[src/rtl/partition_sweep_pkg.sv]
// Shared definitions for the exhaustive partition checker.
//   - sweep_state_e : checker FSM states
//   - width helpers : accumulator widths chosen so no accumulator can overflow
//   - SWEEP_LEN     : number of patterns in a full sweep at the default width
package partition_sweep_pkg;

    typedef enum logic [1:0] {
        IDLE  = 2'd0,
        SWEEP = 2'd1,
        DRAIN = 2'd2,
        DONE  = 2'd3
    } sweep_state_e;

    localparam int DEF_NUM_IN  = 7;
    localparam int DEF_NUM_OUT = 4;
    localparam int SWEEP_LEN   = 2 ** DEF_NUM_IN;

    // Bits needed to hold a popcount of num_out bits (0..num_out).
    function automatic int pop_w(input int num_out);
        return $clog2(num_out + 1);
    endfunction

    // err_count can reach 2^num_in, so one extra bit.
    function automatic int err_w(input int num_in);
        return num_in + 1;
    endfunction

    // ham_sum can reach num_out * 2^num_in.
    function automatic int ham_w(input int num_in, input int num_out);
        return num_in + pop_w(num_out);
    endfunction

    // abs_err_sum can reach (2^num_out - 1) * 2^num_in.
    function automatic int abs_sum_w(input int num_in, input int num_out);
        return num_in + num_out;
    endfunction

endpackage

[src/rtl/sweep_err_metric.sv]
// Combinational per-pattern error metrics for one exact/approx output pair.
//   exact, approx : partition outputs, treated as unsigned integers
//   mismatch      : 1 when the two differ
//   popcount      : number of differing bits
//   abs_err       : |exact - approx|
module sweep_err_metric
    import partition_sweep_pkg::*;
#(
    parameter int NUM_OUT = DEF_NUM_OUT,
    localparam int PW     = pop_w(NUM_OUT)
) (
    input  logic [NUM_OUT-1:0] exact,
    input  logic [NUM_OUT-1:0] approx,
    output logic               mismatch,
    output logic [PW-1:0]      popcount,
    output logic [NUM_OUT-1:0] abs_err
);

    function automatic logic [PW-1:0] count_ones(input logic [NUM_OUT-1:0] v);
        logic [PW-1:0] cnt;
        cnt = '0;
        for (int i = 0; i < NUM_OUT; i++) begin
            cnt = cnt + PW'(v[i]);
        end
        return cnt;
    endfunction

    // Subtract the smaller from the larger so the result never wraps.
    function automatic logic [NUM_OUT-1:0] abs_diff(input logic [NUM_OUT-1:0] a,
                                                    input logic [NUM_OUT-1:0] b);
        return (a >= b) ? (a - b) : (b - a);
    endfunction

    always_comb begin
        mismatch = (exact != approx);
        popcount = count_ones(exact ^ approx);
        abs_err  = abs_diff(exact, approx);
    end

endmodule

[config.mk]
export PLATFORM = sky130hd
export DESIGN_NAME = sweep_err_metric
export DESIGN_NICKNAME = d
export VERILOG_FILES = /design/src/rtl/partition_sweep_pkg.sv /design/src/rtl/sweep_err_metric.sv
export SDC_FILE = /design/constraint.sdc
export NUM_CORES = 1
export LEC_CHECK = 0
export CAP_MARGIN = 5
export CORE_AREA = 3 3 40 42
export DETAILED_ROUTE_END_ITERATION = 8
export DIE_AREA = 0 0 43 45
export GPL_ROUTABILITY_DRIVEN = 0
export SYNTH_ARGS = -nofsm -noshare
export SYNTH_HDL_FRONTEND = slang
export SYNTH_SLANG_ARGS = --single-unit
[constraint.sdc]
create_clock -name vclk -period 2.3
set_input_delay 0.46 -clock vclk [all_inputs]
set_output_delay 0.46 -clock vclk [all_outputs]
set_load 0.01 [all_outputs]
Word level (Yosys, flattened, before mapping). Cells that the tools add are included.

Bits in registers: 0. Bits of input ports: 8. Output and inout port bits: 8. Word-level logic and storage cells: 9.

Add/subtract/negate cells: 5. Magnitude comparators: 1. Equality and inequality tests: 1. Mux-type cells: 1. Bitwise operators: 1.

Operators by type and width (count): 4-bit subtractor (2); 4-bit >= comparator (1); 4-bit 2-to-1 mux (1); 4-bit != test (1); 4-bit bitwise XOR (1); 2-bit by 1-bit adder with 3-bit output (1); 3-bit by 1-bit adder with 3-bit output (1); 1-bit by 1-bit adder with 2-bit output (1).

Logic depth before layout (Yosys ltp).
Word-level depth: 4. Mapped depth: 7. Gate-level depth less buffers: 7.

Least setup slack after synthesis. Ideal clock, no wire load.

Path kind: input port to output port. Start: input port exact[1]. End: output port popcount[1]. Data arrival time: 1.887 ns. Data required time: 1.840 ns. Slack: -0.047 ns. Stages: 6. Cell sequence: inv_1 > ha_1 > inv_1 > fa_1 > ha_1 > ha_1.

Cells in the longest elaborated chain, start to end: 4.

Ends and longest elaborated chain: start: declaration (RTL line sweep_err_metric.sv:12) `input logic [NUM_OUT-1:0] exact,`; 4-bit bitwise XOR (RTL line sweep_err_metric.sv:36) `popcount = count_ones(exact ^ approx);`; 1-bit by 1-bit adder with 2-bit output (RTL line sweep_err_metric.sv:23) `cnt = cnt + PW'(v[i]);`; 2-bit by 1-bit adder with 3-bit output (RTL line sweep_err_metric.sv:23); 3-bit by 1-bit adder with 3-bit output (RTL line sweep_err_metric.sv:23); end: declaration (RTL line sweep_err_metric.sv:15) `output logic [PW-1:0] popcount,`.

No other way between the ends.

Worst setup path after layout.
Start: input port approx[3]. End: output port popcount[1].

Cells in the longest elaborated chain, start to end: 2.

Ends and longest elaborated chain: start: declaration (RTL line sweep_err_metric.sv:13) `input logic [NUM_OUT-1:0] approx,`; 4-bit bitwise XOR (RTL line sweep_err_metric.sv:36); 3-bit by 1-bit adder with 3-bit output (RTL line sweep_err_metric.sv:23).

No other way between the ends.

==> impl_metrics.tcl <==
set metrics [dict create \
    ys_seq_area_share_pct 0 \
    tns_ps -58.24 \
    syn_nets 66 \
    slew_headroom_pct 84.59 \
    yosysMostFrequentCell "inv_1" \
    holdWs_ps 1474 \
    avgSynthCellArea_um2 8.378 \
    avgViaCountPerCell 4.791 \
    n_antenna_cell 0 \
    cts_hold_buffers 0 \
    failed_checks "setup timing" \
    final_cell_count_no_fill 91 \
    synth.cell_area_um2 385.4 \
    synth-compound-area-share_pct 21.10 \
    critical_path_required_ps 1840 \
    dp_hpwl_um 826 \
    grt-ovfl-total 0 \
    total_power_mw 0.2567 \
    fin_crit_sh_pct 102.5 \
    setup_viol 1 \
    synth_top_cells_by_count "inv_1, ha_1, a21oi_1, fa_1" \
    synth_simple_gate_area_share_pct 20.78 \
    yosys_warnings 0 \
    nClkBuffers 0 \
    multi_input_area_um2 449.2 \
    design_area_um2 783.3 \
    synth_top_area_share_pct 29.22 \
    min_period_ps 2358 \
    hold_viol_final 0 \
    power.leakage_nw 0.3638 \
    ios 16 \
    route.detailed.drc 0 \
    drv_slew 0 \
    hold_class "input pin to primary output" \
    rsz0062_at_grt "yes" \
    grt_start_max_net_pins 9 \
    worstPathArrival_ps 1900 \
    status "finished, violations left" \
    ir_drop_v 0.0002555 \
    die_w_um 43 \
    synth.distinct_cells 22 \
    postRouteAntennaNets 0 \
    synth_top_family_by_area "adder cells" \
    cp_max_fo 2 \
    fp.dieArea_um2 1935 \
    numSequentialCells 0 \
    placementRows 13 \
    syn_inst 46 \
    first_pass_iters 2 \
    grt_usage_pct 11.57 \
    portBuffers 16 \
    synthAdderAreaFrac_pct 44.81 \
    fill_cells 119 \
    vias 436 \
    first_global_vias 466 \
    worst_pin_slew_ps 228.7 \
    drive_above_1_share_pct 68.42 \
    crit_type "input pin to primary output" \
    area_growth_pct 103.2 \
    regArea_um2 0 \
    die_h_um 45 \
    layout_setup_ws_ps -58.24 \
    synth.area.top_cells "ha_1, fa_1, inv_1" \
    synth_xor_area_share_pct 0 \
    dp_slack_ps -973.2 \
    antenna_found_initial 0 \
    critPathCaptureType "primary output" \
    postLayoutCoreUtil_pct 60.95 \
    start_util_pct 29.99 \
    wire_per_inst_um 11.42 \
    synth.largest_area_cell "ha_1" \
    post_dp_cell_area_um2 676.9 \
    wirelength_um 1039 \
    maxCapViolCount 0 \
    dp_cells 90 \
    grt_pass1_wl_um 1807 \
    synth.area.mux_share_pct 2.597 \
    coreArea_um2 1285 \
    cp-start-kind "input pin" \
    fmax_ghz 0.4240 \
    drtIter0Drc 1 \
    power.density_nw_per_um2 327.7 \
    final_nets 98 \
]
==> final timing paths <==
path                       from     endpoint  depth (start not counted)
worst max-delay path  approx[3]  popcount[1]                          8
worst min-delay path   exact[3]   abs_err[3]                          5
==> where the power goes <==
part,internal [mW],total (mW),switching [mW]
registers,0,0,0
logic,0.147,0.257,0.109
clock network,0,0,0
==> cell usage in the layout (no fill, tap or decap), drive strengths merged, types with 2 or more instances in the layout <==
master       instances
a21oi                3
dlygate4sd2          2
fa                   3
inv                 11
nor2b                2
nand4                2
ha                   9
nor2                 2
buf                 26
==> area by class of cell <==
cell class | count | share of cell area (%)
Multi-Input combinational cell | 35 | 57.35
Timing Repair Buffer | 30 | 33.39
Inverter | 11 | 6.869
Tap cell | 15 | 2.396
==> per-layer routing <==
layer	GRT usage (%)	routed length, um	vias to the layer above
met5	0	0	-
met4	1.205	0	0
met3	1.594	58	0
met2	23.95	603	9
met1	12.77	377	209
li1	-	-	218
==> worst max-delay path: stages <==
cell,delay [ps]
buf_6,70
inv_4,30
ha_4,270
inv_4,30
fa_1,540
ha_2,190
ha_4,200
buf_6,110
==> cell families after synthesis <==
logic type                 after synthesis
adders and majority gates               12
AOI/OAI and AO/OA                       10
muxes                                    1
buffers and inverters                   11
and+or+nand+nor                         12
==> what timing repair did <==
action	in CTS	in global routing
setup endpoints to repair	8	6
pin swaps	13	13
gates resized for setup	73	17
setup buffers	2	0
Note: power is estimated with default switching activity, not from simulation.
